==> src/rtl/stopwatch_lap_fifo_pkg.sv <==
// Shared stopwatch definitions: counter width, terminal value, time type and
// the modulo-(MAX+1) split helper used by anything downstream of the counter.
package stopwatch_pkg;

    localparam int SW_DATA_WIDTH = 16;
    localparam int SW_MAX        = 99;

    typedef logic [SW_DATA_WIDTH-1:0] sw_time_t;

    // One extra bit keeps count + (MAX+1) from overflowing before the subtraction.
    function automatic sw_time_t sw_delta(input sw_time_t now, input sw_time_t prev);
        logic [SW_DATA_WIDTH:0] wide;
        if (now >= prev) begin
            wide = {1'b0, now} - {1'b0, prev};
        end else begin
            wide = {1'b0, now} + (SW_DATA_WIDTH + 1)'(SW_MAX + 1) - {1'b0, prev};
        end
        return sw_time_t'(wide);
    endfunction

endpackage

==> src/rtl/stopwatch_lap_fifo_sync_fifo.sv <==
// First-word-fall-through synchronous FIFO with a separate occupancy counter,
// so full and empty stay unambiguous when the pointers meet.
module sync_fifo #(
    parameter int WIDTH = 16,
    parameter int DEPTH = 4
) (
    input  logic                     clk,
    input  logic                     reset_n,
    input  logic                     clear,
    input  logic                     push,
    input  logic                     pop,
    input  logic [WIDTH-1:0]         wr_data,
    output logic [WIDTH-1:0]         rd_data,
    output logic                     valid,
    output logic [$clog2(DEPTH):0]   level,
    output logic                     full,
    output logic                     empty,
    output logic                     push_done
);

    localparam int AW = $clog2(DEPTH);
    localparam int LW = AW + 1;

    logic [WIDTH-1:0] mem [DEPTH];
    logic [AW-1:0]    wr_ptr;
    logic [AW-1:0]    rd_ptr;
    logic             pop_done;

    assign full  = (level == LW'(DEPTH));
    assign empty = (level == '0);
    assign valid = !empty;

    // A pop in the same cycle frees the slot, so a push is accepted even when full.
    assign pop_done  = pop && !empty && !clear;
    assign push_done = push && (!full || pop_done) && !clear;

    assign rd_data = mem[rd_ptr];

    always_ff @(posedge clk) begin
        if (push_done) begin
            mem[wr_ptr] <= wr_data;
        end
    end

    always_ff @(posedge clk or negedge reset_n) begin
        if (!reset_n) begin
            wr_ptr <= '0;
            rd_ptr <= '0;
            level  <= '0;
        end else if (clear) begin
            wr_ptr <= '0;
            rd_ptr <= '0;
            level  <= '0;
        end else begin
            if (push_done) begin
                wr_ptr <= wr_ptr + AW'(1);
            end
            if (pop_done) begin
                rd_ptr <= rd_ptr + AW'(1);
            end
            case ({push_done, pop_done})
                2'b10:   level <= level + LW'(1);
                2'b01:   level <= level - LW'(1);
                default: level <= level;
            endcase
        end
    end

endmodule

==> src/rtl/stopwatch_lap_fifo.sv <==
// Lap capture stage: samples the stopwatch count on each lap pulse and queues
// records. Define STOPWATCH_LAP_DELTA_EN to store split times instead of absolute.
module stopwatch_lap_fifo
    import stopwatch_pkg::*;
#(
    parameter int DATA_WIDTH = SW_DATA_WIDTH,
    parameter int MAX        = SW_MAX,
    parameter int DEPTH      = 4
) (
    input  logic                     clk,
    input  logic                     reset_n,
    input  logic                     clear,
    input  logic                     lap,
    input  logic [DATA_WIDTH-1:0]    count,
    output logic                     lap_valid,
    input  logic                     lap_ready,
    output logic [DATA_WIDTH-1:0]    lap_data,
    output logic [$clog2(DEPTH):0]   level,
    output logic                     full,
    output logic                     empty,
    output logic                     overflow
);

    logic [DATA_WIDTH-1:0] record;
    logic                  push_done;
    logic                  drop;

`ifdef STOPWATCH_LAP_DELTA_EN
    logic [DATA_WIDTH-1:0] prev;
    logic [DATA_WIDTH:0]   wide;

    // Split is taken modulo the counter wrap; multiple wraps cannot be seen.
    always_comb begin
        wide = '0;
        if (count >= prev) begin
            wide = {1'b0, count} - {1'b0, prev};
        end else begin
            wide = {1'b0, count} + (DATA_WIDTH + 1)'(MAX + 1) - {1'b0, prev};
        end
    end

    assign record = DATA_WIDTH'(wide);

    // Dropped laps leave the reference alone so the next split spans back to the last kept lap.
    always_ff @(posedge clk or negedge reset_n) begin
        if (!reset_n) begin
            prev <= '0;
        end else if (clear) begin
            prev <= '0;
        end else if (push_done) begin
            prev <= count;
        end
    end
`else
    assign record = count;
`endif

    sync_fifo #(
        .WIDTH (DATA_WIDTH),
        .DEPTH (DEPTH)
    ) u_fifo (
        .clk       (clk),
        .reset_n   (reset_n),
        .clear     (clear),
        .push      (lap),
        .pop       (lap_ready),
        .wr_data   (record),
        .rd_data   (lap_data),
        .valid     (lap_valid),
        .level     (level),
        .full      (full),
        .empty     (empty),
        .push_done (push_done)
    );

    assign drop = lap && !clear && !push_done;

    always_ff @(posedge clk or negedge reset_n) begin
        if (!reset_n) begin
            overflow <= 1'b0;
        end else if (clear) begin
            overflow <= 1'b0;
        end else if (drop) begin
            overflow <= 1'b1;
        end
    end

endmodule
==> config.mk <==
export PLATFORM = sky130hd
export DESIGN_NAME = stopwatch_lap_fifo
export DESIGN_NICKNAME = d
export VERILOG_FILES = /design/src/rtl/stopwatch_lap_fifo_pkg.sv /design/src/rtl/stopwatch_lap_fifo_sync_fifo.sv /design/src/rtl/stopwatch_lap_fifo.sv
export SDC_FILE = /design/constraint.sdc
export NUM_CORES = 1
export LEC_CHECK = 0
export ABC_AREA = 1
export ABC_CLOCK_PERIOD_IN_PS = 4500
export BUFFER_PORTS_ARGS = -buffer_cell sky130_fd_sc_hd__buf_2
export CAP_MARGIN = 40
export CELL_PAD_IN_SITES_DETAIL_PLACEMENT = 2
export CELL_PAD_IN_SITES_GLOBAL_PLACEMENT = 2
export CORE_MARGIN = 2
export CORE_UTILIZATION = 41
export DETAILED_ROUTE_END_ITERATION = 7
export PLACE_DENSITY_LB_ADDON = 0.2
export SETUP_SLACK_MARGIN = 0.5
export SKIP_CTS_REPAIR_TIMING = 1
export SLEW_MARGIN = 5
export SYNTH_ARGS = -nofsm -noshare
export SYNTH_HDL_FRONTEND = slang
export SYNTH_HIERARCHICAL = 1
export SYNTH_SLANG_ARGS = --single-unit
==> constraint.sdc <==
create_clock -name clk -period 4.5 [get_ports clk]
set_input_delay 0.225 -clock clk [delete_from_list [all_inputs] [get_ports clk]]
set_output_delay 0.225 -clock clk [all_outputs]
set_load 0.005 [all_outputs]
After elaboration in Yosys (flattened, before gate mapping)
Memory sizes are Yosys's and may differ from the RTL's. Cells that the tools add are included.

Bits in read-only memories: 0. Word-level logic and storage cells: 38. Memories kept: 1. RAM bits: 64. Latch bits: 0. Flip-flop bits (word level): 8.

Memory list: u_fifo.mem (depth 4, width 16, read ports 1, clocked after memory_dff 0, write ports 1, RTL line stopwatch_lap_fifo_sync_fifo.sv:24) `logic [WIDTH-1:0] mem [DEPTH];`.

Reductions and logical operators: 16. Muxes and demuxes: 10. Bitwise operators: 0. Shift-type cells: 0. Add/subtract/negate cells: 4. Div/mod/pow operators: 0. Order comparisons: 0. Equal/unequal tests: 3. Multipliers: 0.

Operators with widths (count): $mux 2 (4); $logic_and 1x1->1 (6); $pmux 3 s2 (1); $reduce_bool 2->1 (3); $add 2x1->2 const B (2); $logic_not 1->1 (4); $mux 1 (4); $add 3x1->3 const B (1); $eq 3x3->1 const B (1); $logic_not 3->1 (1); $mux 3 (1); $reduce_bool 3->1 (1); $sub 3x1->3 const B (1); $eq 2x1->1 const B (1); $eq 2x2->1 const B (1); $logic_or 1x1->1 (1).

Depth between registers and ports, before layout
Gate-level depths: netlist of the first run.

Depth after elaboration: 11. Depth in mapped cells: 13.

Modules after synthesis
The synthesis of the first run kept the hierarchy.

Modules (own cells, without submodules): sync_fifo (sequential area each 2097.0 um2, area an instance 2904.0 um2, cells each 228, times used 1); stopwatch_lap_fifo (sequential area each 25.0 um2, area an instance 45.0 um2, cells each 5, times used 1).

Worst setup path after synthesis of the first run
Ideal clock, no wire load.

Path kind: register to register. From: register u_fifo.level[0]. To: memory u_fifo.mem[0][0], enable pin. Required time: 4.111 ns. Path buffers: 0. Arrival: 1.644 ns. Setup time: 0.389 ns. Clock period less this slack: 2.033 ns. Cell stages (with the launch flop): 7. Setup slack: 2.467 ns. Cell sequence: dfrtp_1 nor2_2 nand2_4 nand2_4 o21ai_4 nand3_2 nor2_1.

Word-level cells in the longest chain between the ends: 9.

Ends and longest elaborated chain: start: declaration (RTL line stopwatch_lap_fifo_sync_fifo.sv:15) `output logic [$clog2(DEPTH):0] level,`; start signal: assignment (RTL line stopwatch_lap_fifo_sync_fifo.sv:62) `2'b10: level <= level + LW'(1);`; start signal: assignment (RTL line stopwatch_lap_fifo_sync_fifo.sv:63) `2'b01: level <= level - LW'(1);`; start signal: assignment (RTL line stopwatch_lap_fifo_sync_fifo.sv:64) `default: level <= level;`; $logic_not 3->1 (RTL line stopwatch_lap_fifo_sync_fifo.sv:30) `assign empty = (level == '0);`; $logic_not 1->1; named net lap_valid (RTL line stopwatch_lap_fifo.sv:15) `output logic lap_valid,`; $logic_and 1x1->1 (2 in series) (RTL line stopwatch_lap_fifo_sync_fifo.sv:34) `assign pop_done = pop && !empty && !clear;`; $logic_or 1x1->1 (RTL line stopwatch_lap_fifo_sync_fifo.sv:35) `assign push_done = push && (!full || pop_done) && !clear;`; $logic_and 1x1->1 (2 in series) (RTL line stopwatch_lap_fifo_sync_fifo.sv:35); $mux 1 (RTL line stopwatch_lap_fifo_sync_fifo.sv:40) `if (push_done) begin`; $mux 1 (implied by the code) (RTL line stopwatch_lap_fifo_sync_fifo.sv:41) `mem[wr_ptr] <= wr_data;`; end: declaration (RTL line stopwatch_lap_fifo_sync_fifo.sv:24).

The timed path passes the listed nets, and every way through them passes these cells.

Worst setup path after layout of the first run
From: register u_fifo.rd_ptr[1]. To: output lap_data[11].

Word-level cells in the longest chain between the ends: 1.

Ends and longest elaborated chain: start: declaration (RTL line stopwatch_lap_fifo_sync_fifo.sv:26) `logic [AW-1:0] rd_ptr;`; start signal: assignment (RTL line stopwatch_lap_fifo_sync_fifo.sv:59) `rd_ptr <= rd_ptr + AW'(1);`; $mem_v2 4x16; end: declaration (RTL line stopwatch_lap_fifo.sv:17) `output logic [DATA_WIDTH-1:0] lap_data,`.

No other way between the ends.

==> results of run 1 <==
[placed cells by master (no fill, tap or decap)]
| cell type | n |
|---|---|
| sky130_fd_sc_hd__inv_2 | 3 |
| sky130_fd_sc_hd__o21ai_1 | 9 |
| sky130_fd_sc_hd__clkinv_2 | 2 |
| sky130_fd_sc_hd__nand2_2 | 1 |
| sky130_fd_sc_hd__o21ai_4 | 1 |
| sky130_fd_sc_hd__clkinv_1 | 1 |
| sky130_fd_sc_hd__clkbuf_8 | 9 |
| sky130_fd_sc_hd__buf_4 | 4 |
| sky130_fd_sc_hd__a21oi_2 | 1 |
| sky130_fd_sc_hd__a31oi_2 | 1 |
| sky130_fd_sc_hd__nor2_2 | 1 |
| sky130_fd_sc_hd__a21oi_1 | 3 |
| sky130_fd_sc_hd__buf_2 | 43 |
| sky130_fd_sc_hd__nand2_1 | 19 |
| sky130_fd_sc_hd__nand2_4 | 2 |
| sky130_fd_sc_hd__nand4_1 | 4 |
| sky130_fd_sc_hd__nor2_1 | 37 |
| sky130_fd_sc_hd__o22ai_1 | 16 |
| sky130_fd_sc_hd__nand3_2 | 1 |
| sky130_fd_sc_hd__ha_1 | 4 |
| sky130_fd_sc_hd__nand4_2 | 1 |
| sky130_fd_sc_hd__dlygate4sd3_1 | 1 |
| sky130_fd_sc_hd__clkinvlp_4 | 1 |
| sky130_fd_sc_hd__bufinv_16 | 1 |
| sky130_fd_sc_hd__clkinv_4 | 1 |
| sky130_fd_sc_hd__edfxtp_1 | 64 |
| sky130_fd_sc_hd__clkbuf_1 | 1 |
| sky130_fd_sc_hd__dfrtp_1 | 8 |
| sky130_fd_sc_hd__inv_1 | 18 |
| sky130_fd_sc_hd__nand3_1 | 4 |
| sky130_fd_sc_hd__buf_16 | 1 |
| sky130_fd_sc_hd__fa_1 | 1 |
| sky130_fd_sc_hd__o21ai_0 | 24 |
[registers in the layout, indices dropped and copies added (netlist names)]
name           count
u_fifo/rd_ptr      2
u_fifo/mem        64
u_fifo/level       3
u_fifo/wr_ptr      2
overflow           1
[per-stage QoR]
stage / area [um^2] / hold slack (ns)
after floorplan: 2950 / -0.0706
after global placement: 3270 / 0.0879
after detailed placement: 3290 / 0.0915
after CTS: 3480 / -0.279
after global routing: 3490 / 0.0902
final: 3490 / 0.108
[layout make-up]
type | count | area (um^2)
fillers | 701 | 3380
inverters | 21 | 78.8
flip-flops and latches | 72 | 2120
clock buffers | 10 | 128
clock inverters | 6 | 60.1
repair buffers | 49 | 283
well taps | 96 | 120
multi-input cells | 130 | 701
[power by group]
group | switching, W | total (W) | internal [W]
sequential | 0.0000427 | 0.000817 | 0.000775
clock | 0.000232 | 0.000486 | 0.000253
combinational | 0.000264 | 0.000426 | 0.000162
total | 0.000539 | 0.00173 | 0.00119
[routing by layer]
metal  vias to the layer above  track usage  share of wire
li1                        929            -              -
met5                         -            0              0
met3                        10       0.0299          0.036
met2                        44        0.362           0.52
met4                         0       0.0895          0.015
met1                      1046        0.252           0.43
[worst reg2reg max path: stages, from the launching register on]
cell and delay, ns:
sky130_fd_sc_hd__dfrtp_1 0.46, sky130_fd_sc_hd__nor2_2 0.10, sky130_fd_sc_hd__nand2_4 0.11, sky130_fd_sc_hd__nand2_4 0.07, sky130_fd_sc_hd__o21ai_4 0.17, sky130_fd_sc_hd__nand3_2 0.15, sky130_fd_sc_hd__nor2_1 0.42, sky130_fd_sc_hd__buf_4 0.35
[cells by family after synthesis]
kind of cell,count (synthesis)
buf+inv,31
flops,72
compound gates,55
fa+ha+maj,5
simple gates,70
[how the worst max path moves through the flow]
stage / start / end / slack, ns / depth (start not counted)
CTS: u_fifo/rd_ptr[1]$_DFFE_PN0P_ / lap_data[11] / 2.15 / 4
global placement: u_fifo/rd_ptr[0]$_DFFE_PN0P_ / lap_data[11] / 2.26 / 4
floorplan: u_fifo/level[0]$_DFFE_PN0P_ / u_fifo/mem[0][0]$_DFFE_PP_ / 2.47 / 6
finish: u_fifo/rd_ptr[1]$_DFFE_PN0P_ / lap_data[11] / 2.18 / 4
global route: u_fifo/rd_ptr[1]$_DFFE_PN0P_ / lap_data[6] / 2.06 / 4
detailed placement: u_fifo/level[0]$_DFFE_PN0P_ / u_fifo/mem[2][5]$_DFFE_PP_ / 2.35 / 7
==> impl_results.html, run 1 <==
<table>
<tr><th>Metric</th><th>Value</th></tr>
<tr><th colspan="2">Setup path</th></tr>
<tr><td>WP data required</td><td>4.28 ns</td></tr>
<tr><td>Endpoint of the lowest-slack register-to-register path</td><td>u_fifo/mem[2][0]$_DFFE_PP_</td></tr>
<tr><td>Critical path arrival</td><td>around 2.1 ns</td></tr>
<tr><td>Reg-to-reg slack, setup</td><td>2.36 ns</td></tr>
<tr><td>Top Family by Delay on Critical Path</td><td>buffers and inverters</td></tr>
<tr><td>Number of buffer and inverter stages on the critical path</td><td>2</td></tr>
<tr><td>CP Class</td><td>reg -&gt; out</td></tr>
<tr><td>Critical Path Sink Type</td><td>output pin</td></tr>
<tr><td>Largest stage delay on the critical path</td><td>roughly 0.60 ns</td></tr>
<tr><td>CP startpoint kind</td><td>flop</td></tr>
<tr><td>Depth of the most critical reg-to-reg path</td><td>7</td></tr>
<tr><td>Startpoint of the most critical register-to-register path</td><td>u_fifo/level[0]$_DFFE_PN0P_</td></tr>
<tr><td>Peak fanout along the critical path</td><td>18</td></tr>
<tr><td>Worst-path cell chain</td><td>inv_1 -&gt; o21ai_0 -&gt; o22ai_1 -&gt; buf_2</td></tr>
<tr><td>Slowest CP cell</td><td>sky130_fd_sc_hd__dfrtp_1</td></tr>
<tr><th colspan="2">Power</th></tr>
<tr><td>Highest ir drop seen on vdd</td><td>about 0.2 mV</td></tr>
<tr><td>Final Total Pwr</td><td>0.00173 W</td></tr>
<tr><td>Static power due to leakage</td><td>1.36 nW</td></tr>
<tr><td>Power Density</td><td>roughly 500 mW/mm^2</td></tr>
<tr><th colspan="2">Placed design</th></tr>
<tr><td>DP HPWL</td><td>4870 um</td></tr>
<tr><td>GPL Wtd Cong</td><td>0.712</td></tr>
<tr><td>Quantity of I/O buffers inserted on ports</td><td>43</td></tr>
<tr><td>Dpl ws</td><td>between 2 and 2.5 ns</td></tr>
<tr><td>Placed cells</td><td>between 300 and 400</td></tr>
<tr><th colspan="2">Timing</th></tr>
<tr><td>Max Transition Viols Final</td><td>0</td></tr>
<tr><td>Share of the cycle needed by the critical path after routing</td><td>0.515</td></tr>
<tr><td>Worst Skew</td><td>between 0.005 and 0.006 ns</td></tr>
<tr><td>Worst Slack Setup Final</td><td>2.18 ns</td></tr>
<tr><td>Least-Margin Pin Slew</td><td>between 0.6 and 0.7 ns</td></tr>
<tr><td>Final critical-path required period</td><td>2.32 ns</td></tr>
<tr><td>Final-layout setup total negative slack</td><td>0 ns</td></tr>
<tr><td>Final setup violating endpoints</td><td>0</td></tr>
<tr><td>Setup repair after global routing missed its margin</td><td>false</td></tr>
<tr><td>Fmax</td><td>431 MHz</td></tr>
<tr><td>Hold violation count in the final report</td><td>0</td></tr>
<tr><td>Headroom to the max-slew limit</td><td>0.561</td></tr>
<tr><th colspan="2">Drt</th></tr>
<tr><td>Count of vias placed by the detailed router</td><td>roughly 2,000</td></tr>
<tr><td>Overall routed net length</td><td>between 7000 and 8000 um</td></tr>
<tr><td>First-pass detailed-route iteration total</td><td>4</td></tr>
<tr><td>Average detailed-routed wire length per instance</td><td>roughly 19 um</td></tr>
<tr><td>Initial DRC Count</td><td>between 50 and 60</td></tr>
<tr><td>Via count normalized by instance count</td><td>5.28</td></tr>
<tr><td>Antenna Nets Post-Route</td><td>0</td></tr>
<tr><td>DR DRC count</td><td>0</td></tr>
<tr><th colspan="2">Finish</th></tr>
<tr><td>Net count reported at finish</td><td>309</td></tr>
<tr><td>Final std cells w/o fill</td><td>~380</td></tr>
<tr><td>Signed area change from the synthesized netlist to the final layout</td><td>18.4%</td></tr>
<tr><td>Layout cell share with drive strength beyond 1</td><td>0.257</td></tr>
<tr><td>Number of inserted diodes</td><td>0</td></tr>
<tr><td>Post-Route Utilization</td><td>0.508</td></tr>
<tr><th colspan="2">Clocking</th></tr>
<tr><td>Number of sinks handled by clock tree synthesis</td><td>72</td></tr>
<tr><td>Clock H-tree levels</td><td>3</td></tr>
<tr><td>Later-pin clock latency in the skew report</td><td>0.33 ns</td></tr>
<tr><td>CTS buffer count</td><td>9</td></tr>
<tr><td>Clock Path Buffers</td><td>2</td></tr>
<tr><td>Root Buffer Master</td><td>sky130_fd_sc_hd__clkbuf_8</td></tr>
<tr><td>Clock Pin Slew Worst Setup and Hold Paths</td><td>0.07 ns</td></tr>
<tr><td>CTS tree</td><td>built</td></tr>
<tr><th colspan="2">Synth</th></tr>
<tr><td>Share of the synthesized area in compound gates (AO/OA/AOI/OAI)</td><td>0.108</td></tr>
<tr><td>Prevailing post-synth register cell</td><td>sky130_fd_sc_hd__edfxtp_1</td></tr>
<tr><td>Unique cell type count in the Yosys netlist</td><td>25</td></tr>
<tr><td>Fraction of synthesized area in multiplexers</td><td>0</td></tr>
<tr><td>Number of nets in the synthesized netlist</td><td>approximately 260</td></tr>
<tr><td>Combinational family with the most area after synthesis</td><td>compound AO/OA/AOI/OAI gates</td></tr>
<tr><td>Simple-gate area share of the yosys netlist</td><td>0.106</td></tr>
<tr><td>Sequential share of the synthesized area</td><td>0.720</td></tr>
<tr><td>Mean Syn Cell Area</td><td>around 13 um^2</td></tr>
<tr><td>Number of instances in the synthesized netlist</td><td>~230</td></tr>
<tr><td>Async set-or-reset flop fraction in the synthesized netlist</td><td>0.111</td></tr>
<tr><td>Synthesized-area fraction occupied by xor and xnor cells</td><td>0</td></tr>
<tr><td>Synth Warn #</td><td>6</td></tr>
<tr><td>Post-synth EDFFs</td><td>64</td></tr>
<tr><td>Most numerous cell in the Yosys netlist</td><td>sky130_fd_sc_hd__edfxtp_1</td></tr>
<tr><td>Mapped cell area</td><td>between 0.002 and 0.003 mm^2</td></tr>
<tr><td>Most common library cells after synthesis</td><td>sky130_fd_sc_hd__edfxtp_1, sky130_fd_sc_hd__nor2_1, sky130_fd_sc_hd__o21ai_0, sky130_fd_sc_hd__nand2_1, sky130_fd_sc_hd__inv_1</td></tr>
<tr><td>Top cells by area, synth</td><td>sky130_fd_sc_hd__edfxtp_1, sky130_fd_sc_hd__dfrtp_1, sky130_fd_sc_hd__nor2_1</td></tr>
<tr><td>Cell taking the most area after synthesis</td><td>sky130_fd_sc_hd__edfxtp_1</td></tr>
<tr><td>Adder-cell share of the synthesized area</td><td>0.0238</td></tr>
<tr><td>Post-synth top area share</td><td>0.652</td></tr>
<tr><td>Yosys reg bits</td><td>around 70</td></tr>
<tr><th colspan="2">Floorplan</th></tr>
<tr><td>Number of top-level design ports</td><td>44</td></tr>
<tr><td>Horiz. Die Dim</td><td>88.8 um</td></tr>
<tr><td>Die area</td><td>~0.0079 mm^2</td></tr>
<tr><td>FP Rows</td><td>30</td></tr>
<tr><td>Die outline height</td><td>88.8 um</td></tr>
<tr><td>Effective utilization at floorplan</td><td>0.429</td></tr>
<tr><td>Core area</td><td>about 0.0069 mm^2</td></tr>
<tr><th colspan="2">Global route</th></tr>
<tr><td>Initial antenna violation count</td><td>0</td></tr>
<tr><td>Pin count of the biggest net entering global routing</td><td>34</td></tr>
<tr><td>GRT Util Overall</td><td>0.206</td></tr>
<tr><td>Overflow after GRT</td><td>0</td></tr>
<tr><td>Vias in the first global route</td><td>around 2,200</td></tr>
<tr><td>Wire length of the first global-routing pass</td><td>about 12,000 um</td></tr>
<tr><th colspan="2">Hold path</th></tr>
<tr><td>Min-delay worst type</td><td>in -&gt; reg</td></tr>
<tr><td>Hold wc startpoint</td><td>count[9]</td></tr>
<tr><td>Hold Path Stages</td><td>1</td></tr>
<tr><td>Worst hold endpoint</td><td>u_fifo/mem[0][9]$_DFFE_PP_</td></tr>
<tr><th colspan="2">Outcome</th></tr>
<tr><td>Result of the run</td><td>complete, no violations</td></tr>
<tr><th colspan="2">Flow run</th></tr>
<tr><td>Count of max-cap constraint violations</td><td>0</td></tr>
</table>
No activity file was read; power rests on OpenSTA's default activity.
==> run 2: changes to the inputs <==
--- a/config.mk
+++ b/config.mk
@@ -6,13 +6,13 @@
 export NUM_CORES = 1
 export LEC_CHECK = 0
 export ABC_AREA = 1
-export ABC_CLOCK_PERIOD_IN_PS = 4500
+export ABC_CLOCK_PERIOD_IN_PS = 2000
 export BUFFER_PORTS_ARGS = -buffer_cell sky130_fd_sc_hd__buf_2
 export CAP_MARGIN = 40
 export CELL_PAD_IN_SITES_DETAIL_PLACEMENT = 2
 export CELL_PAD_IN_SITES_GLOBAL_PLACEMENT = 2
 export CORE_MARGIN = 2
-export CORE_UTILIZATION = 41
+export CORE_UTILIZATION = 34
 export DETAILED_ROUTE_END_ITERATION = 7
 export PLACE_DENSITY_LB_ADDON = 0.2
 export SETUP_SLACK_MARGIN = 0.5
==> constraint.sdc (replaced) <==
create_clock -name clk -period 2 [get_ports clk]
set_input_delay 0.1 -clock clk [delete_from_list [all_inputs] [get_ports clk]]
set_output_delay 0.1 -clock clk [all_outputs]
set_load 0.005 [all_outputs]
==> run 2 against run 1 <==
  * Global-route usage decreased by 3.2 points
  * Die area increased by 20%
  * Core utilization increased by 1.6 points
  * Non-clock buffer count increased by 44
  * Highest routed layer unchanged
==> impl_results.html, run 2 (synthesis results as in run 1) <==
<table>
<tr><th>Metric</th><th>Value</th></tr>
<tr><th colspan="2">Outcome</th></tr>
<tr><td>Result of the run</td><td>complete, no violations</td></tr>
<tr><th colspan="2">Placed design</th></tr>
<tr><td>DP HPWL</td><td>5010 um (+2.8%)</td></tr>
<tr><td>Placed cells</td><td>379 (+3.3%)</td></tr>
<tr><td>GPL Wtd Cong</td><td>0.727 (+2.2%)</td></tr>
<tr><td>Placed Area</td><td>0.00341 mm^2 (+3.5%)</td></tr>
<tr><td>Quantity of I/O buffers inserted on ports</td><td>43 (unchanged)</td></tr>
<tr><td>Dpl ws</td><td>0.196 ns (-2.16 ns)</td></tr>
<tr><th colspan="2">Timing</th></tr>
<tr><td>Headroom to the max-slew limit</td><td>0.815 (+0.254)</td></tr>
<tr><td>Max Transition Viols Final</td><td>0 (unchanged)</td></tr>
<tr><td>Hold violation count in the final report</td><td>0 (unchanged)</td></tr>
<tr><td>Final-layout setup total negative slack</td><td>0 ns (unchanged)</td></tr>
<tr><td>Setup repair after global routing missed its margin</td><td>true</td></tr>
<tr><td>Worst Slack Setup Final</td><td>0.164 ns (-2.02 ns)</td></tr>
<tr><td>Final critical-path required period</td><td>between 1.5 and 2 ns</td></tr>
<tr><td>Share of the cycle needed by the critical path after routing</td><td>0.918</td></tr>
<tr><td>Worst Skew</td><td>0.0128 ns (+0.00712 ns)</td></tr>
<tr><td>Least-Margin Pin Slew</td><td>0.278 ns (-0.380 ns)</td></tr>
<tr><td>Final setup violating endpoints</td><td>0 (unchanged)</td></tr>
<tr><td>Fmax</td><td>between 500 and 600 MHz</td></tr>
<tr><th colspan="2">Power</th></tr>
<tr><td>Combinational cell fraction of total power</td><td>0.347 (+0.101)</td></tr>
<tr><td>Total net switching power</td><td>0.00163 W (+200%)</td></tr>
<tr><td>Total internal power</td><td>0.00333 W (+180%)</td></tr>
<tr><td>Power Density</td><td>1140 mW/mm^2 (+130%)</td></tr>
<tr><td>Net switching share of the total power</td><td>0.329 (+0.0174)</td></tr>
<tr><td>Highest ir drop seen on vdd</td><td>0.486 mV (+140%)</td></tr>
<tr><td>Sequential share of power</td><td>0.374 (-0.099)</td></tr>
<tr><td>Static power due to leakage</td><td>1.66 nW (+22%)</td></tr>
<tr><td>Proportion of power drawn by the clock network</td><td>0.279 (-0.002)</td></tr>
<tr><th colspan="2">Finish</th></tr>
<tr><td>Number of inserted diodes</td><td>0 (unchanged)</td></tr>
<tr><td>Final std cells w/o fill</td><td>439 (+14%)</td></tr>
<tr><td>Net count reported at finish</td><td>355 (+15%)</td></tr>
<tr><td>Registers with the most flip-flops</td><td>u_fifo/mem (64), u_fifo/level (3)</td></tr>
<tr><td>Commonest cells after routing, fill and taps aside</td><td>sky130_fd_sc_hd__edfxtp_1, sky130_fd_sc_hd__buf_2, sky130_fd_sc_hd__nor2_1, sky130_fd_sc_hd__dlygate4sd3_1, sky130_fd_sc_hd__buf_4</td></tr>
<tr><td>Commonest non-fill, non-tap cell in the layout</td><td>sky130_fd_sc_hd__edfxtp_1</td></tr>
<tr><td>Total area of multi-input combinational cells</td><td>960 um^2 (+37%)</td></tr>
<tr><td>Number of flip-flops under the largest register name</td><td>64 (unchanged)</td></tr>
<tr><td>Signed area change from the synthesized netlist to the final layout</td><td>47.6%</td></tr>
<tr><td>Footprint of the flip-flops and latches</td><td>0.00213 mm^2 (+0.24%)</td></tr>
<tr><td>Layout fillers</td><td>806 (+15%)</td></tr>
<tr><td>Summed area of non-filler cells in the final layout</td><td>0.00435 mm^2 (+25%)</td></tr>
<tr><td>Biggest register</td><td>u_fifo/mem</td></tr>
<tr><td>Layout cell share with drive strength beyond 1</td><td>0.458 (+0.201)</td></tr>
<tr><th colspan="2">Clocking</th></tr>
<tr><td>Clock Pin Slew Worst Setup and Hold Paths</td><td>0.08 ns (about the same)</td></tr>
<tr><td>Root Buffer Master</td><td>sky130_fd_sc_hd__clkbuf_8</td></tr>
<tr><td>Number of sinks handled by clock tree synthesis</td><td>72 (unchanged)</td></tr>
<tr><td>Later-pin clock latency in the skew report</td><td>0.35 ns (+0.02 ns)</td></tr>
<tr><td>CTS buffer count</td><td>9 (unchanged)</td></tr>
<tr><td>Clock H-tree levels</td><td>3 (unchanged)</td></tr>
<tr><td>Clock Path Buffers</td><td>2 (unchanged)</td></tr>
<tr><td>CTS tree</td><td>built</td></tr>
<tr><th colspan="2">Drt</th></tr>
<tr><td>Via count normalized by instance count</td><td>5.09 (-3.7%)</td></tr>
<tr><td>Count of vias placed by the detailed router</td><td>2,233 (+10%)</td></tr>
<tr><td>DR DRC count</td><td>0 (unchanged)</td></tr>
<tr><td>Average detailed-routed wire length per instance</td><td>24.0 um (+23%)</td></tr>
<tr><td>Overall routed net length</td><td>10,600 um (+41%)</td></tr>
<tr><td>Antenna Nets Post-Route</td><td>0 (unchanged)</td></tr>
<tr><td>Initial DRC Count</td><td>63 (+13%)</td></tr>
<tr><td>First-pass detailed-route iteration total</td><td>4 (unchanged)</td></tr>
<tr><th colspan="2">Global route</th></tr>
<tr><td>GRT Util Overall</td><td>0.174 (-0.0323)</td></tr>
<tr><td>Pin count of the biggest net entering global routing</td><td>34 (unchanged)</td></tr>
<tr><td>Vias in the first global route</td><td>2,354 (+6.5%)</td></tr>
<tr><td>Initial antenna violation count</td><td>0 (unchanged)</td></tr>
<tr><td>Overflow after GRT</td><td>0 (unchanged)</td></tr>
<tr><td>Wire length of the first global-routing pass</td><td>12,400 um (+5.6%)</td></tr>
<tr><th colspan="2">Setup path</th></tr>
<tr><td>WP data required</td><td>2.07 ns (-2.21 ns)</td></tr>
<tr><td>Worst-path cell chain</td><td>nor2_4 -&gt; nand2_4 -&gt; buf_4 -&gt; nand2_4 -&gt; o21ai_4 -&gt; nand3_4 -&gt; nor2_4 -&gt; clkbuf_16</td></tr>
<tr><td>CP Class</td><td>reg -&gt; reg</td></tr>
<tr><td>Critical Path Sink Type</td><td>flop</td></tr>
<tr><td>Critical path arrival</td><td>1.90 ns (-0.19 ns)</td></tr>
<tr><td>Slowest CP cell</td><td>sky130_fd_sc_hd__dfrtp_2</td></tr>
<tr><td>Reg-to-reg slack, setup</td><td>0.16 ns (-2.20 ns)</td></tr>
<tr><td>CP startpoint kind</td><td>flop</td></tr>
<tr><td>Peak fanout along the critical path</td><td>8 (-10)</td></tr>
<tr><td>Number of buffer and inverter stages on the critical path</td><td>2 (unchanged)</td></tr>
<tr><td>Largest stage delay on the critical path</td><td>0.42 ns (-0.18 ns)</td></tr>
<tr><td>Top Family by Delay on Critical Path</td><td>simple AND/OR/NAND/NOR gates</td></tr>
<tr><th colspan="2">Hold path</th></tr>
<tr><td>Min-delay worst type</td><td>in -&gt; reg</td></tr>
<tr><th colspan="2">Floorplan</th></tr>
<tr><td>Die outline height</td><td>97.1 um (+9.4%)</td></tr>
<tr><td>Core area</td><td>0.00830 mm^2 (+21%)</td></tr>
<tr><td>FP Rows</td><td>33 (+10%)</td></tr>
<tr><td>Number of top-level design ports</td><td>44 (unchanged)</td></tr>
<tr><td>Die area</td><td>0.00944 mm^2 (+20%)</td></tr>
<tr><td>Effective utilization at floorplan</td><td>0.355 (-0.0740)</td></tr>
<tr><td>Horiz. Die Dim</td><td>97.1 um (+9.4%)</td></tr>
<tr><th colspan="2">Flow run</th></tr>
<tr><td>Count of max-cap constraint violations</td><td>0 (unchanged)</td></tr>
</table>
==> run 2: changes by cell type in the layout (fill, tap and decap cells not counted), sizes merged <==
cell         before  now
dlygate4sd3       1   17
bufinv            1    3
clkinv            4    5
buf              48   73
clkbuf           10   12
==> run 2: cell type report <==
class	count	share of cell area
clock buffers	9	0.0285
multi-input cells	130	0.220
repair inverters	2	0.00575
inverters	21	0.0216
clock inverters	7	0.0253
flip-flops and latches	72	0.489
well taps	105	0.0302
repair buffers	93	0.180
==> run 2: through the flow <==
step                hold WS (ns)   util  total power (W)
global route              0.0241  0.524          0.00518
detailed placement       -0.0253  0.411          0.00290
floorplan                 -0.196      -          0.00245
finish                    0.0103  0.524          0.00496
global placement         -0.0312  0.411          0.00283
CTS                       -0.408  0.439          0.00427
==> run 2: path summary, 6_finish.rpt <==
kind,from,endpoint,cells after the start
min reg2reg,overflow$_DFFE_PN0P_,overflow$_DFFE_PN0P_,2
max,u_fifo/level[1]$_DFFE_PN0P_,u_fifo/mem[0][9]$_DFFE_PP_,8
min in group asynchronous,reset_n,u_fifo/level[0]$_DFFE_PN0P_,2
min,clear,overflow$_DFFE_PN0P_,2
max reg2reg,u_fifo/level[1]$_DFFE_PN0P_,u_fifo/mem[0][9]$_DFFE_PP_,8
max in group asynchronous,reset_n,u_fifo/rd_ptr[0]$_DFFE_PN0P_,2
==> run 2: worst register-to-register path, stage by stage (launching register included) <==
cell and delay, ns:
sky130_fd_sc_hd__dfrtp_2 0.42, sky130_fd_sc_hd__nor2_4 0.07, sky130_fd_sc_hd__nand2_4 0.09, sky130_fd_sc_hd__buf_4 0.12, sky130_fd_sc_hd__nand2_4 0.05, sky130_fd_sc_hd__o21ai_4 0.17
sky130_fd_sc_hd__nand3_4 0.17, sky130_fd_sc_hd__nor2_4 0.25, sky130_fd_sc_hd__clkbuf_16 0.22
==> run 2: layer usage <==
metal  wire, um  part of all wire  global-route usage  vias up
met4        283             0.027              0.0780        0
met1       4190              0.40               0.196     1128
met5          0                 0                   0        -
met2       5750              0.54               0.317       57
met3        325             0.031              0.0331       21
li1           -                 -                   -     1027
==> run 2: power groups by stage <==
| stage | Clock [W] | Combinational, W | Sequential (W) |
|---|---|---|---|
| 5_1_grt | 0.00146 | 0.00186 | 0.00187 |
| 3_5_place_dp | 0 | 0.00104 | 0.00186 |
| 3_3_place_gp | 0 | 0.000984 | 0.00185 |
| 4_1_cts | 0.00139 | 0.00105 | 0.00182 |
| 6_report | 0.00139 | 0.00172 | 0.00186 |
| 2_1_floorplan | 0 | 0.000609 | 0.00184 |
==> run 3: changes to the inputs <==
--- a/config.mk
+++ b/config.mk
@@ -14,7 +14,7 @@
 export CORE_MARGIN = 2
 export CORE_UTILIZATION = 34
 export DETAILED_ROUTE_END_ITERATION = 7
-export PLACE_DENSITY_LB_ADDON = 0.2
+export PLACE_DENSITY = 0.71
 export SETUP_SLACK_MARGIN = 0.5
 export SKIP_CTS_REPAIR_TIMING = 1
 export SLEW_MARGIN = 5
==> run 3 against run 2 <==
  * First-iteration DRC count increased by 130%
  * Combinational power increased by 4%
  * Final cell count decreased by 1.4%
  * Maximum frequency increased by 0.72%
  * Critical path type unchanged
  * Highest routed layer unchanged
  * Non-clock buffer count decreased by 6
  * Sequential share of layout area decreased by 0.64 points
  * Die area unchanged
==> impl_results.html, run 3 (synthesis results as in run 1) <==
<table>
<tr><th>Metric</th><th>Value</th></tr>
<tr><th colspan="2">Flow run</th></tr>
<tr><td>Count of max-cap constraint violations</td><td>0 (unchanged)</td></tr>
<tr><th colspan="2">Setup path</th></tr>
<tr><td>Critical path arrival</td><td>2.06 ns (+0.16 ns)</td></tr>
<tr><td>Peak fanout along the critical path</td><td>4 (-4)</td></tr>
<tr><td>Worst-path cell chain</td><td>nor2_4 -&gt; nand2_4 -&gt; nand4_1 -&gt; inv_2 -&gt; fa_2 -&gt; inv_2 -&gt; nand2_2 -&gt; nand2_2 -&gt; inv_1 -&gt; nand2_1 -&gt; nand2_1 -&gt; nand3_1 -&gt; nand2_1</td></tr>
<tr><td>Reg-to-reg slack, setup</td><td>0.18 ns (about the same)</td></tr>
<tr><td>Startpoint of the most critical register-to-register path</td><td>u_fifo/level[1]$_DFFE_PN0P_</td></tr>
<tr><td>Slowest CP cell</td><td>sky130_fd_sc_hd__dfrtp_2</td></tr>
<tr><td>Critical Path Sink Type</td><td>flop</td></tr>
<tr><td>CP Class</td><td>reg -&gt; reg</td></tr>
<tr><td>Largest stage delay on the critical path</td><td>0.44 ns (+0.02 ns)</td></tr>
<tr><td>Worst path most repeated cell</td><td>sky130_fd_sc_hd__nand2_1</td></tr>
<tr><td>Endpoint of the lowest-slack register-to-register path</td><td>u_fifo/level[2]$_DFFE_PN0P_</td></tr>
<tr><td>Depth of the most critical reg-to-reg path</td><td>13 (+5)</td></tr>
<tr><td>WP data required</td><td>2.24 ns (+0.17 ns)</td></tr>
<tr><td>CP startpoint kind</td><td>flop</td></tr>
<tr><th colspan="2">Outcome</th></tr>
<tr><td>Result of the run</td><td>complete, no violations</td></tr>
<tr><th colspan="2">Power</th></tr>
<tr><td>Power Density</td><td>1150 mW/mm^2 (+0.59%)</td></tr>
<tr><td>Sequential share of power</td><td>0.366 (-0.008)</td></tr>
<tr><td>Total net switching power</td><td>0.00167 W (+2.1%)</td></tr>
<tr><td>Net switching share of the total power</td><td>0.329 (+0.000386)</td></tr>
<tr><td>Static power due to leakage</td><td>1.65 nW (-0.65%)</td></tr>
<tr><td>Proportion of power drawn by the clock network</td><td>0.280 (about the same)</td></tr>
<tr><td>Total internal power</td><td>0.00339 W (+1.9%)</td></tr>
<tr><td>Highest ir drop seen on vdd</td><td>0.511 mV (+5.3%)</td></tr>
<tr><td>Combinational cell fraction of total power</td><td>0.354 (+0.007)</td></tr>
<tr><th colspan="2">Placed design</th></tr>
<tr><td>DP HPWL</td><td>4930 um (-1.6%)</td></tr>
<tr><td>Placed Area</td><td>0.00341 mm^2 (unchanged)</td></tr>
<tr><td>GPL Wtd Cong</td><td>0.759 (+4.3%)</td></tr>
<tr><td>Quantity of I/O buffers inserted on ports</td><td>43 (unchanged)</td></tr>
<tr><th colspan="2">Drt</th></tr>
<tr><td>Via count normalized by instance count</td><td>5.19 (+2.0%)</td></tr>
<tr><td>DR DRC count</td><td>0 (unchanged)</td></tr>
<tr><td>Routed met2 length</td><td>5310 um (-7.6%)</td></tr>
<tr><td>Total length of routed met3 wires</td><td>301 um (-7.4%)</td></tr>
<tr><td>Average detailed-routed wire length per instance</td><td>22.7 um (-5.5%)</td></tr>
<tr><td>Antenna Nets Post-Route</td><td>0 (unchanged)</td></tr>
<tr><td>First-pass detailed-route iteration total</td><td>4 (unchanged)</td></tr>
<tr><td>Initial DRC Count</td><td>145 (+130%)</td></tr>
<tr><td>Top routing layer in use</td><td>met4</td></tr>
<tr><td>Count of vias placed by the detailed router</td><td>2,247 (+0.63%)</td></tr>
<tr><td>Overall routed net length</td><td>9840 um (-6.8%)</td></tr>
<tr><td>Sum of routed wire segments on met1</td><td>4070 um (-3.0%)</td></tr>
<tr><th colspan="2">Timing</th></tr>
<tr><td>Final critical-path required period</td><td>1.82 ns (-0.0131 ns)</td></tr>
<tr><td>Max Transition Viols Final</td><td>0 (unchanged)</td></tr>
<tr><td>Final setup violating endpoints</td><td>0 (unchanged)</td></tr>
<tr><td>Share of the cycle needed by the critical path after routing</td><td>0.912 (-0.00654)</td></tr>
<tr><td>Worst Skew</td><td>0.0101 ns (-0.00274 ns)</td></tr>
<tr><td>Final-layout setup total negative slack</td><td>0 ns (unchanged)</td></tr>
<tr><td>Setup repair after global routing missed its margin</td><td>true</td></tr>
<tr><td>Headroom to the max-slew limit</td><td>0.835 (+0.0205)</td></tr>
<tr><td>Least-Margin Pin Slew</td><td>0.245 ns (-0.0333 ns)</td></tr>
<tr><td>Hold violation count in the final report</td><td>0 (unchanged)</td></tr>
<tr><td>Fmax</td><td>549 MHz (+0.72%)</td></tr>
<tr><th colspan="2">Clocking</th></tr>
<tr><td>Clock Path Buffers</td><td>2 (unchanged)</td></tr>
<tr><td>Later-pin clock latency in the skew report</td><td>0.34 ns (about the same)</td></tr>
<tr><td>Clock Pin Slew Worst Setup and Hold Paths</td><td>0.08 ns (about the same)</td></tr>
<tr><td>CTS buffer count</td><td>9 (unchanged)</td></tr>
<tr><td>Number of sinks handled by clock tree synthesis</td><td>72 (unchanged)</td></tr>
<tr><td>CTS tree</td><td>built</td></tr>
<tr><td>Clock H-tree levels</td><td>3 (unchanged)</td></tr>
<tr><td>Root Buffer Master</td><td>sky130_fd_sc_hd__clkbuf_8</td></tr>
<tr><th colspan="2">Global route</th></tr>
<tr><td>Vias in the first global route</td><td>2,141 (-9.0%)</td></tr>
<tr><td>GRT Util Overall</td><td>0.163 (-0.0106)</td></tr>
<tr><td>Pin count of the biggest net entering global routing</td><td>34 (unchanged)</td></tr>
<tr><td>Overflow after GRT</td><td>0 (unchanged)</td></tr>
<tr><td>Wire length of the first global-routing pass</td><td>11,800 um (-5.3%)</td></tr>
<tr><td>Initial antenna violation count</td><td>0 (unchanged)</td></tr>
<tr><th colspan="2">Finish</th></tr>
<tr><td>Layout fillers</td><td>787 (-2.4%)</td></tr>
<tr><td>Layout cell share with drive strength beyond 1</td><td>0.494 (+0.0358)</td></tr>
<tr><td>Registers with the most flip-flops</td><td>u_fifo/mem (64), u_fifo/level (3)</td></tr>
<tr><td>Net count reported at finish</td><td>349 (-1.7%)</td></tr>
<tr><td>Signed area change from the synthesized netlist to the final layout</td><td>49.6%</td></tr>
<tr><td>Commonest non-fill, non-tap cell in the layout</td><td>sky130_fd_sc_hd__edfxtp_1</td></tr>
<tr><td>Commonest cells after routing, fill and taps aside</td><td>sky130_fd_sc_hd__edfxtp_1, sky130_fd_sc_hd__buf_2, sky130_fd_sc_hd__nand2_1, sky130_fd_sc_hd__buf_4, sky130_fd_sc_hd__nor2_4</td></tr>
<tr><td>Footprint of the flip-flops and latches</td><td>0.00213 mm^2 (about the same)</td></tr>
<tr><td>Total area of multi-input combinational cells</td><td>0.00100 mm^2 (+4.4%)</td></tr>
<tr><td>Number of flip-flops under the largest register name</td><td>64 (unchanged)</td></tr>
<tr><td>Summed area of non-filler cells in the final layout</td><td>0.00441 mm^2 (+1.4%)</td></tr>
<tr><td>Number of inserted diodes</td><td>0 (unchanged)</td></tr>
<tr><td>Biggest register</td><td>u_fifo/mem</td></tr>
<tr><th colspan="2">Hold path</th></tr>
<tr><td>Min-delay worst type</td><td>in -&gt; reg</td></tr>
<tr><td>Hold wc startpoint</td><td>count[11]</td></tr>
<tr><td>Worst hold endpoint</td><td>u_fifo/mem[2][11]$_DFFE_PP_</td></tr>
<tr><td>Hold Path Stages</td><td>1 (-1)</td></tr>
<tr><th colspan="2">Floorplan</th></tr>
<tr><td>Core area</td><td>0.00830 mm^2 (unchanged)</td></tr>
<tr><td>Die outline height</td><td>97.1 um (unchanged)</td></tr>
<tr><td>Horiz. Die Dim</td><td>97.1 um (unchanged)</td></tr>
<tr><td>Number of top-level design ports</td><td>44 (unchanged)</td></tr>
<tr><td>Effective utilization at floorplan</td><td>0.355 (unchanged)</td></tr>
<tr><td>Die area</td><td>0.00944 mm^2 (unchanged)</td></tr>
<tr><td>FP Rows</td><td>33 (unchanged)</td></tr>
</table>
==> run 3: layout make-up <==
class / instances / share of cell area
timing repair inverter: 2 / 0.0105
clock inverter: 7 / 0.0269
multi-input combinational: 130 / 0.227
clock buffer: 9 / 0.0281
inverter: 21 / 0.0215
sequential: 72 / 0.482
tap: 105 / 0.0298
timing repair buffer: 87 / 0.174
==> run 3: per-layer routing <==
layer	vias to the layer above	track usage
met5	-	0
met4	0	0.0488
met3	14	0.0360
met2	55	0.291
met1	1163	0.198
li1	1015	-
==> run 3: through the flow <==
step	power (W)	setup slack, ns	utilization	hold slack (ns)	std cells
5_1_grt	0.00527	0.0804	0.532	-0.00216	433
2_1_floorplan	0.00245	0.356	-	-0.196	233
6_report	0.00506	0.177	0.532	0.00364	433
3_3_place_gp	0.00283	0.304	0.411	-0.0357	379
3_5_place_dp	0.00289	0.207	0.411	-0.0336	379
4_1_cts	0.00428	0.114	0.440	-0.406	395
==> run 3: how the worst max path moves through the flow <==
stage                                 startpoint                          end  slack, ns  cells after the start
floorplan            u_fifo/level[0]$_DFFE_PN0P_   u_fifo/mem[0][0]$_DFFE_PP_       0.36                      6
global placement     u_fifo/level[0]$_DFFE_PN0P_  u_fifo/level[2]$_DFFE_PN0P_       0.30                     13
detailed placement   u_fifo/level[0]$_DFFE_PN0P_  u_fifo/level[2]$_DFFE_PN0P_       0.21                     13
CTS                 u_fifo/rd_ptr[0]$_DFFE_PN0P_                  lap_data[1]       0.11                      4
global route         u_fifo/level[1]$_DFFE_PN0P_  u_fifo/level[2]$_DFFE_PN0P_       0.08                     13
finish               u_fifo/level[1]$_DFFE_PN0P_  u_fifo/level[2]$_DFFE_PN0P_       0.18                     13
==> run 3: critical path, delay by kind of cell (launching register included) <==
family                   cells  cell delay [ns]
buffers and inverters        3             0.17
adder cells (fa/ha/maj)      1             0.37
AND/OR/NAND/NOR              9             0.74
flip-flops                   1             0.44
==> run 3: power by group through the flow <==
| stage | combinational (W) | clock (W) | sequential (W) |
|---|---|---|---|
| finish | 0.00179 | 0.00142 | 0.00185 |
| global route | 0.00192 | 0.00149 | 0.00186 |
| CTS | 0.00105 | 0.00141 | 0.00182 |
| detailed placement | 0.00104 | 0 | 0.00185 |
| global placement | 0.000987 | 0 | 0.00184 |
| floorplan | 0.000609 | 0 | 0.00184 |
